**src/rtl/vr_fifo_if.sv**
```systemverilog
// Valid/ready stream bundle for vr_fifo: upstream push side, downstream pop side,
// plus fill level and the sticky overflow flag.
interface vr_fifo_if #(
  parameter int unsigned WIDTH = 8,
  parameter int unsigned DEPTH = 4
);
  localparam int unsigned CntW = $clog2(DEPTH + 1);

  logic             in_valid;
  logic             in_ready;
  logic [WIDTH-1:0] in_data;
  logic             out_valid;
  logic             out_ready;
  logic [WIDTH-1:0] out_data;
  logic [CntW-1:0]  count;
  logic             drop;

  // Producer/consumer side that talks to the FIFO.
  modport master (
    output in_valid, in_data, out_ready,
    input  in_ready, out_valid, out_data, count, drop
  );

  // The FIFO itself.
  modport slave (
    input  in_valid, in_data, out_ready,
    output in_ready, out_valid, out_data, count, drop
  );
endinterface

```
**src/rtl/vr_fifo.sv**
```systemverilog
// vr_fifo: first-word-fall-through synchronous FIFO turning the capture-register output
// into a valid/ready stream. Handshake flags depend only on the registered fill count.
// Optional macro VR_FIFO_DROP_EN: in_ready is held at 1 and words arriving while full are
// discarded, setting the sticky drop flag until reset.
module vr_fifo #(
  parameter int unsigned WIDTH = 8,
  parameter int unsigned DEPTH = 4
) (
  input logic      clk,
  input logic      reset,
  vr_fifo_if.slave bus_io
);
  localparam int unsigned PtrW = (DEPTH > 1) ? $clog2(DEPTH) : 1;
  localparam int unsigned CntW = $clog2(DEPTH + 1);
  localparam logic [CntW-1:0] CntFull = CntW'(DEPTH);
  localparam logic [PtrW-1:0] PtrLast = PtrW'(DEPTH - 1);

  logic [WIDTH-1:0] mem_q [DEPTH];
  logic [WIDTH-1:0] mem_d [DEPTH];
  logic [PtrW-1:0]  wr_ptr_q, wr_ptr_d;
  logic [PtrW-1:0]  rd_ptr_q, rd_ptr_d;
  logic [CntW-1:0]  count_q, count_d;
  logic             full, empty, push, pop;

  assign full  = (count_q == CntFull);
  assign empty = (count_q == '0);

  // A full FIFO never accepts a word, even when a pop frees a slot in the same cycle.
  assign push = bus_io.in_valid && !full;
  assign pop  = bus_io.out_valid && bus_io.out_ready;

  assign bus_io.out_valid = !empty;
  assign bus_io.out_data  = mem_q[rd_ptr_q];
  assign bus_io.count     = count_q;

`ifdef VR_FIFO_DROP_EN
  logic drop_q, drop_d;

  assign bus_io.in_ready = 1'b1;
  assign bus_io.drop     = drop_q;

  // Sticky overflow flag: set by any word presented while full.
  always_comb begin
    drop_d = drop_q;
    if (bus_io.in_valid && full) begin
      drop_d = 1'b1;
    end
  end

  // Overflow flag register.
  always_ff @(posedge clk) begin
    if (reset) begin
      drop_q <= 1'b0;
    end else begin
      drop_q <= drop_d;
    end
  end
`else
  assign bus_io.in_ready = !full;
  assign bus_io.drop     = 1'b0;
`endif

  // Next-state for pointers, fill count and storage.
  always_comb begin
    wr_ptr_d = wr_ptr_q;
    rd_ptr_d = rd_ptr_q;
    count_d  = count_q;
    mem_d    = mem_q;
    if (push) begin
      mem_d[wr_ptr_q] = bus_io.in_data;
      wr_ptr_d        = (wr_ptr_q == PtrLast) ? '0 : wr_ptr_q + 1'b1;
    end
    if (pop) begin
      rd_ptr_d = (rd_ptr_q == PtrLast) ? '0 : rd_ptr_q + 1'b1;
    end
    unique case ({push, pop})
      2'b10:   count_d = count_q + 1'b1;
      2'b01:   count_d = count_q - 1'b1;
      default: count_d = count_q;
    endcase
  end

  // Control state registers with synchronous reset.
  always_ff @(posedge clk) begin
    if (reset) begin
      wr_ptr_q <= '0;
      rd_ptr_q <= '0;
      count_q  <= '0;
    end else begin
      wr_ptr_q <= wr_ptr_d;
      rd_ptr_q <= rd_ptr_d;
      count_q  <= count_d;
    end
  end

  // Storage array; contents are meaningless until written, so it carries no reset.
  always_ff @(posedge clk) begin
    mem_q <= mem_d;
  end
endmodule

```
**src/flat_wrapper.sv**
```systemverilog
// flat-port wrapper written by rule: the top's interface ports become plain ports
module vr_fifo_flat 
#(
  parameter int unsigned WIDTH = 8,
  parameter int unsigned DEPTH = 4
)
  (clk, reset, bus_io_in_valid, bus_io_in_data, bus_io_out_ready, bus_io_in_ready, bus_io_out_valid, bus_io_out_data, bus_io_count, bus_io_drop);
  vr_fifo_if #(.WIDTH(WIDTH), .DEPTH(DEPTH)) bus_io_i ();
  input logic clk;
  input logic reset;
  input wire logic [$bits(bus_io_i.in_valid)-1:0] bus_io_in_valid;
  input wire logic [$bits(bus_io_i.in_data)-1:0] bus_io_in_data;
  input wire logic [$bits(bus_io_i.out_ready)-1:0] bus_io_out_ready;
  output wire logic [$bits(bus_io_i.in_ready)-1:0] bus_io_in_ready;
  output wire logic [$bits(bus_io_i.out_valid)-1:0] bus_io_out_valid;
  output wire logic [$bits(bus_io_i.out_data)-1:0] bus_io_out_data;
  output wire logic [$bits(bus_io_i.count)-1:0] bus_io_count;
  output wire logic [$bits(bus_io_i.drop)-1:0] bus_io_drop;
  assign bus_io_i.in_valid = bus_io_in_valid;
  assign bus_io_i.in_data = bus_io_in_data;
  assign bus_io_i.out_ready = bus_io_out_ready;
  assign bus_io_in_ready = bus_io_i.in_ready;
  assign bus_io_out_valid = bus_io_i.out_valid;
  assign bus_io_out_data = bus_io_i.out_data;
  assign bus_io_count = bus_io_i.count;
  assign bus_io_drop = bus_io_i.drop;
  vr_fifo #(.WIDTH(WIDTH), .DEPTH(DEPTH)) u_core (.clk(clk), .reset(reset), .bus_io(bus_io_i));
endmodule
```
**config.mk**
```make
export PLATFORM = sky130hd
export DESIGN_NAME = vr_fifo_flat
export DESIGN_NICKNAME = d
export VERILOG_FILES = /design/src/rtl/vr_fifo_if.sv /design/src/rtl/vr_fifo.sv /design/src/flat_wrapper.sv
export SDC_FILE = /design/constraint.sdc
export NUM_CORES = 1
export LEC_CHECK = 0
export ABC_AREA = 1
export CORE_MARGIN = 10
export CORE_UTILIZATION = 55
export DETAILED_ROUTE_END_ITERATION = 7
export PLACE_DENSITY_LB_ADDON = 0.12
export SYNTH_ARGS = -nofsm -noshare
export SYNTH_HDL_FRONTEND = slang
export SYNTH_SLANG_ARGS = --single-unit
```
**constraint.sdc**
```tcl
create_clock -name clk -period 2.87 [get_ports clk]
set_input_delay 0.574 -clock clk [delete_from_list [all_inputs] [get_ports clk]]
set_output_delay 0.574 -clock clk [all_outputs]
set_load 0.05 [all_outputs]
```
==> flow_summary.yaml, run 1 <==
synthesis:
  syn_inst: 147
  synth-seq-cells: 39
  ys_top_cells_by_count: "edfxtp_1 (32), nor2_1 (27), inv_1 (16), o21ai_0 (16), nand2_1 (12)"
  syn-num-nets: 166
  synth-main-ff-cell: "edfxtp_1"
  syn_avg_cell_area_um2: 11.4
  ys_async_sr_fraction: 0
  synthTopCellsByArea: "edfxtp_1 (57%), dfxtp_1 (8.4%), nor2_1 (6.0%)"
  yosysWarnings: 0
  ys_types: 21
  synth_area_um2: 1680
  synth_top_area_frac: 0.573
  yosysSeqAreaShare: 0.657
  synth_area_leader_cell: "edfxtp_1"
  synth_edf_count: 32
  synth.most_common_cell: "edfxtp_1"
power:
  p_per_area_nw_per_um2: 1020
  p_leak_nw: 0.821
  vdd_ir_drop_max_mv: 0.712
finish:
  multi_input_area_um2: 460
  antenna_cells: 0
  area_growth_pct: 21.8
  regArea_um2: 1100
  num-fill-cells: 220
  drive_gt1_frac: 0.111
  fin_nets: 198
clock_network:
  clock-sinks: 39
  clkTransAtPathRegs_ps: 110
  cts.path.max_buffers: 2
  cts_buffers: 5
  worst_skew_pair.late_latency_ps: 330
  cts.htree.levels: 2
  cts_hold_buf: 0
  tritoncts: "built"
  root_buffer: "clkbuf_4"
placement:
  place_congestion: 0.712
  hpwlAfterDp_mm: 2.41
  dp_slack_ps: 347
  port_buffers: 24
grt:
  antenna_found_initial: 0
  grt_pass1_wl_mm: 5.64
  track_usage: 0.132
  grt_pass1_vias: 1218
  overflow: 0
  grt_max_degree: 18
timing:
  fmax_mhz: 371
  drv_slew: 0
  fin_crit_sh: 0.940
  slew_headroom: 0.658
  final.min_clock_period_ps: 2700
  setup_viol: 0
  tightestPinTransition_ps: 513
  rsz0062_at_grt: "false"
  hold_violations: 0
  fin_worst_hold_slack_ps: 562
  setup-tns-final_ps: 0
  timing.final.ws_setup_ps: 173
  finalClockSkew_ps: 7.61
drt:
  routed_wirelength_mm: 3.30
  vias_per_cell: 5.40
  drt_iter0_markers: 49
  vias: 1139
  drt-wirelength-per-cell_um: 15.6
  first_pass_iters: 4
  drcViolationCount: 0
  ant_nets: 0
floorplan:
  coreArea_um2: 2830
  die_y_um: 75.2
  fp.dieW_um: 75.2
  num_io_pins: 26
  num_rows: 19
  start_util: 0.593
  die_area_um2: 5660
worst_setup_path:
  start_kind: "flop"
  r2r-start: "u_core.bus_io.count[0]"
  worst-setup-path-type: "flop to primary output"
  crit_fanout: 11
  required_ps: 2300
  critPathArrivalTime_ps: 2120
  startpoint: "u_core.rd_ptr_q[1]"
  cp-end-kind: "primary output"
job:
  max_cap_viol_count: 0
hold_path:
  worstHoldStart: "u_core.bus_io.count[0]"
  worstHoldPathType: "flop to flop"
status:
  outcome: "complete, no violations"
[sequential cells by signal, summed over array words and instances, names as in the netlist]
register             count
u_core.wr_ptr_q          2
u_core.bus_io.count      3
u_core.rd_ptr_q          2
u_core.mem_q            32
[layout make-up]
type                            instances  area share
Multi-Input combinational cell         86       0.225
Sequential cell                        39       0.540
Tap cell                               31      0.0190
Timing Repair Buffer                   30       0.142
Inverter                               17      0.0337
Clock inverter                          3      0.0214
Clock buffer                            5      0.0184
[critical path, stage by stage, from the launching register on]
cell             delay, ps
dfxtp_1                450
inv_1                  260
o21ai_0                130
o22ai_1                130
clkdlybuf4s50_1        830
[worst paths after layout]
check                                end  cells past startpoint  slack (ps)
hold / removal    u_core.bus_io.count[0]                      1         560
setup reg to reg  u_core.bus_io.count[2]                     12         980
hold reg to reg   u_core.bus_io.count[0]                      1         560
setup / recovery      bus_io_out_data[4]                      4         170
[cell families after synthesis]
| family | after synthesis | share of synthesized area |
|---|---|---|
| simple gates | 47 | 0.117 |
| fa+ha+maj | 7 | 0.0567 |
| compound gates | 31 | 0.0985 |
| buf+inv | 22 | 0.0687 |
| other cells | 1 | 0.00224 |
| flops | 39 | 0.657 |
[cells in the final DEF (no fill, tap or decap), types with 2 or more instances in the layout]
master	count
edfxtp_1	32
nor2_1	27
clkdlybuf4s50_1	20
inv_1	16
o21ai_0	16
nand2_1	12
o22ai_1	8
buf_4	7
ha_1	6
dfxtp_1	6
a21oi_1	5
clkbuf_4	5
dlymetal6s2s_1	3
nand2_2	2
o21ai_1	2
nand3_1	2
nand3b_1	2
[per-layer routing]
| layer | global-route usage | wire length (µm) | up-vias |
|---|---|---|---|
| met3 | 0.0604 | 235 | 2 |
| li1 | - | - | 568 |
| met2 | 0.235 | 1700 | 28 |
| met5 | 0 | 0 | - |
| met4 | 0.0371 | 13 | 0 |
| met1 | 0.138 | 1350 | 541 |
[where the power goes]
group	total, mW	switching, mW	internal [mW]
combinational	0.956	0.645	0.311
sequential	0.769	0.0783	0.690
clock	0.355	0.172	0.183
total	2.08	0.895	1.19
[timing repair]
action | CTS | global route
resized for setup | 1 | 3
setup buffers | 0 | 0
gates cloned | 0 | 0
setup endpoints to repair | 4 | 3
[through the flow]
step,utilization,cell area (µm²),power [mW],cells
final,0.722,2040,2.08,211
after floorplan,-,1680,1.44,147
after CTS,0.719,2030,2.11,211
after global placement,0.690,1950,1.71,203
after global routing,0.722,2040,2.23,211
after detailed placement,0.690,1950,1.75,203
(Power assumes the default switching activity.)
==> run 2, diff against run 1 <==
CORE_MARGIN = 2   (was 10)
CORE_UTILIZATION = 42   (was 55)
==> flow_summary.yaml, run 2 (synthesis results as in run 1) <==
status:
  outcome: "complete, no violations"
power:
  power_frac_seq: 0.363
  power_frac_comb: 0.468
  switchingPower_mw: 0.889
  p_sw_frac: 0.430
  p_int_mw: 1.18
  vdd_ir_drop_max_mv: 0.634
  power_mw: 2.07
  p_per_area_nw_per_um2: 1000
  pwr-share-clk: 0.170
  p_leak_nw: 0.789
drt:
  first_pass_iters: 4
  ant_nets: 0
  vias: 1100
  drcViolationCount: 0
  vias_per_cell: 4.82
  routed_wirelength_mm: 3.11
  drt_iter0_markers: 64
  drt-wirelength-per-cell_um: 13.7
clock_network:
  cts.htree.levels: 2
  cts_setup_buffers: 0
  root_buffer: "clkbuf_8"
  clkTransAtPathRegs_ps: 70
  cts_buffers: 5
  worst_skew_pair.late_latency_ps: 280
  tritoncts: "built"
  clock-sinks: 39
  cts.path.max_buffers: 2
  cts_hold_buf: 0
  cts-resized-gates: 0
timing:
  setup-tns-final_ps: 0
  drv_slew: 0
  slew_headroom: 0.663
  finalClockSkew_ps: 1.71
  fin_crit_sh: 0.943
  hold_violations: 0
  tightestPinTransition_ps: 504
  rsz0062_at_grt: "false"
  timing.final.ws_setup_ps: 162
  setup_viol: 0
  final.min_clock_period_ps: 2710
  fmax_mhz: 369
finish:
  fin_cells: 228
  layout.core_utilization: 0.549
  area_growth_pct: 22.7
  regMostFlops: "u_core.mem_q"
  final_cell_mix: "edfxtp_1 (32), nor2_1 (27), clkdlybuf4s50_1 (24)"
  num-fill-cells: 339
  largest_reg_flops: 32
  final_common_cell: "edfxtp_1"
  drive_gt1_frac: 0.0889
  antenna_cells: 0
  fin_nets: 198
placement:
  dp_slack_ps: 447
  place_congestion: 0.749
  port_buffers: 24
  dp_cells: 220
  hpwlAfterDp_mm: 2.13
grt:
  grt_pass1_vias: 1076
  grt_pass1_wl_mm: 5.08
  overflow: 0
  track_usage: 0.159
  antenna_found_initial: 0
  grt_max_degree: 18
worst_setup_path:
  critPathArrivalTime_ps: 2130
  worst-setup-path-type: "flop to primary output"
  cp-end-kind: "primary output"
  required_ps: 2300
  start_kind: "flop"
  crit_fanout: 8
floorplan:
  num_rows: 22
  start_util: 0.448
  fp.dieW_um: 67.2
  coreArea_um2: 3740
  die_y_um: 67.2
  num_io_pins: 26
  die_area_um2: 4510
hold_path:
  worstHoldPathType: "flop to flop"
job:
  max_cap_viol_count: 0
run 2: worst max-delay path, cell delays in order, from the launching register on:
cell and delay, ps:
dfxtp_1 510, buf_4 220, o21ai_0 100, o22ai_1 190
clkdlybuf4s50_1 830
run 2: stage by stage:
stage,hold slack [ps],area [µm²]
floorplan,502,1680
global placement,481,1980
detailed placement,486,1980
CTS,504,2060
global route,553,2060
finish,502,2060
run 2: path summary, 6_finish.rpt:
path	depth (start not counted)	endpoint	slack [ps]	startpoint
setup / recovery	4	bus_io_out_data[7]	160	u_core.rd_ptr_q[0]
hold reg to reg	1	u_core.bus_io.count[0]	500	u_core.bus_io.count[0]
hold / removal	1	u_core.bus_io.count[0]	500	u_core.bus_io.count[0]
setup reg to reg	12	u_core.bus_io.count[2]	990	u_core.bus_io.count[0]
run 2: area by class of cell:
type / instances / area [µm²] / area share
inverters: 17 / 68.8 / 0.0335
flip-flops and latches: 39 / 1100 / 0.535
clock inverters: 1 / 5.00 / 0.00243
clock buffers: 7 / 76.3 / 0.0371
multi-input cells: 86 / 460 / 0.224
well taps: 48 / 60.1 / 0.0292
repair buffers: 30 / 285 / 0.139
run 2: power groups by stage:
stage / logic [mW] / clock network, mW / registers, mW
6_report: 0.967 / 0.350 / 0.749
5_1_grt: 1.05 / 0.383 / 0.760
4_1_cts: 0.979 / 0.361 / 0.749
3_5_place_dp: 0.974 / 0 / 0.762
3_3_place_gp: 0.964 / 0 / 0.758
2_1_floorplan: 0.645 / 0 / 0.799
run 2: layer usage:
metal / share of wire / global-route usage
met2: 0.50 / 0.265
met3: 0.046 / 0.0550
met1: 0.44 / 0.190
met5: 0 / 0
met4: 0.015 / 0.0612
==> run 3, diff against run 2 <==
SETUP_SLACK_MARGIN = 0.05   (was unset)
==> flow_summary.yaml, run 3 (synthesis results as in run 1) <==
status:
  outcome: "complete, no violations"
grt:
  track_usage: 0.159
  grt_pass1_wl_mm: 5.08
  grt_max_degree: 18
  antenna_found_initial: 0
  overflow: 0
  grt_pass1_vias: 1076
power:
  p_leak_nw: 0.826
  vdd_ir_drop_max_mv: 0.634
  p_per_area_nw_per_um2: 998
  power_mw: 2.06
floorplan:
  num_rows: 22
  die_y_um: 67.2
  fp.dieW_um: 67.2
  start_util: 0.448
  num_io_pins: 26
  die_area_um2: 4510
  coreArea_um2: 3740
worst_setup_path:
  reg2regPathDepth: 12
  critPathArrivalTime_ps: 2100
  start_kind: "flop"
  worst-setup-path-type: "flop to primary output"
  cp-end-kind: "primary output"
  ff2ff_setup_slack_ps: 990
  crit_end: "bus_io_out_data[6]"
  crit_fanout: 7
  r2r-end: "u_core.bus_io.count[2]"
  r2r-start: "u_core.bus_io.count[0]"
  startpoint: "u_core.rd_ptr_q[0]"
  required_ps: 2300
placement:
  place_congestion: 0.749
  dp_slack_ps: 447
  post_dp_cell_area_um2: 1980
  hpwlAfterDp_mm: 2.13
  port_buffers: 24
finish:
  regMostFlops: "u_core.mem_q"
  area_growth_pct: 23.3
  fin_nets: 198
  design_area_um2: 2070
  final_cell_mix: "edfxtp_1 (32), nor2_1 (27), clkdlybuf4s50_1 (20)"
  final_common_cell: "edfxtp_1"
  antenna_cells: 0
  largest_reg_flops: 32
  drive_gt1_frac: 0.0889
clock_network:
  worst_skew_pair.late_latency_ps: 280
  cts_hold_buf: 0
  tritoncts: "built"
  clock-sinks: 39
  cts.htree.levels: 2
  cts.path.max_buffers: 2
  root_buffer: "clkbuf_8"
  clkTransAtPathRegs_ps: 70
  cts_buffers: 5
  cts_setup_buffers: 0
drt:
  vias_per_cell: 4.83
  drcViolationCount: 0
  routed_wirelength_mm: 3.12
  ant_nets: 0
  first_pass_iters: 4
  drt-wirelength-per-cell_um: 13.7
  drt_iter0_markers: 75
  vias: 1101
timing:
  fmax_mhz: 373
  fin_crit_sh: 0.933
  timing.final.ws_setup_ps: 192
  finalClockSkew_ps: 1.83
  tightestPinTransition_ps: 508
  setup-tns-final_ps: 0
  slew_headroom: 0.661
  drv_slew: 0
  rsz0062_at_grt: "false"
  setup_viol: 0
  final.min_clock_period_ps: 2680
  hold_violations: 0
job:
  max_cap_viol_count: 0
hold_path:
  worstHoldPathType: "flop to flop"
  worstHoldStart: "u_core.bus_io.count[0]"
[run 3: changes by cell type in the layout (fill, tap and decap cells not counted)]
cell             previous run  this run
clkdlybuf4s50_1            24        20
dlymetal6s2s_1              0         4
[run 3: worst min path at each step]
stage | endpoint | slack [ps] | cells after the start
finish | u_core.bus_io.count[0] | 500 | 1
global route | u_core.bus_io.count[0] | 550 | 1
CTS | u_core.bus_io.count[0] | 500 | 1
detailed placement | u_core.bus_io.count[0] | 490 | 1
global placement | u_core.bus_io.count[0] | 480 | 1
floorplan | u_core.wr_ptr_q[1] | 500 | 2
[run 3: metrics by stage]
stage | util | cells | hold WS, ps
3_3_place_gp | 0.528 | 220 | 481
2_1_floorplan | - | 147 | 502
5_1_grt | 0.552 | 228 | 553
3_5_place_dp | 0.528 | 220 | 486
4_1_cts | 0.549 | 228 | 504
6_report | 0.552 | 228 | 502
[run 3: worst max-delay path, cell delays in order, from the launching register on]
cell	delay (ps)
dfxtp_1	510
buf_4	210
o21ai_0	90
o22ai_1	180
clkdlybuf4s50_1	820
[run 3: final cells by class]
class,instances,area [µm²]
repair buffers,30,295
clock inverters,1,5.00
fillers,339,1680
inverters,17,68.8
clock buffers,7,76.3
well taps,48,60.1
multi-input cells,86,460
flip-flops and latches,39,1100
[run 3: metal layers]
metal  track usage  routed length (µm)  vias to the layer above  share of wire
li1              -                   -                      565              -
met1         0.190                1370                      512           0.44
met2         0.265                1560                       19           0.50
met3        0.0550                 149                        5          0.048
met4        0.0612                  46                        0          0.015
met5             0                   0                        -              0
[run 3: power by group]
group	internal, mW	switching (mW)
logic	0.314	0.649
registers	0.690	0.0594
clock network	0.170	0.180
[run 3: timing repair]
item / 4_1_cts / 5_1_grt
endpoints found under the setup margin: 0 / 4
hold endpoints to repair: 0 / 0
gates resized for setup: 0 / 4
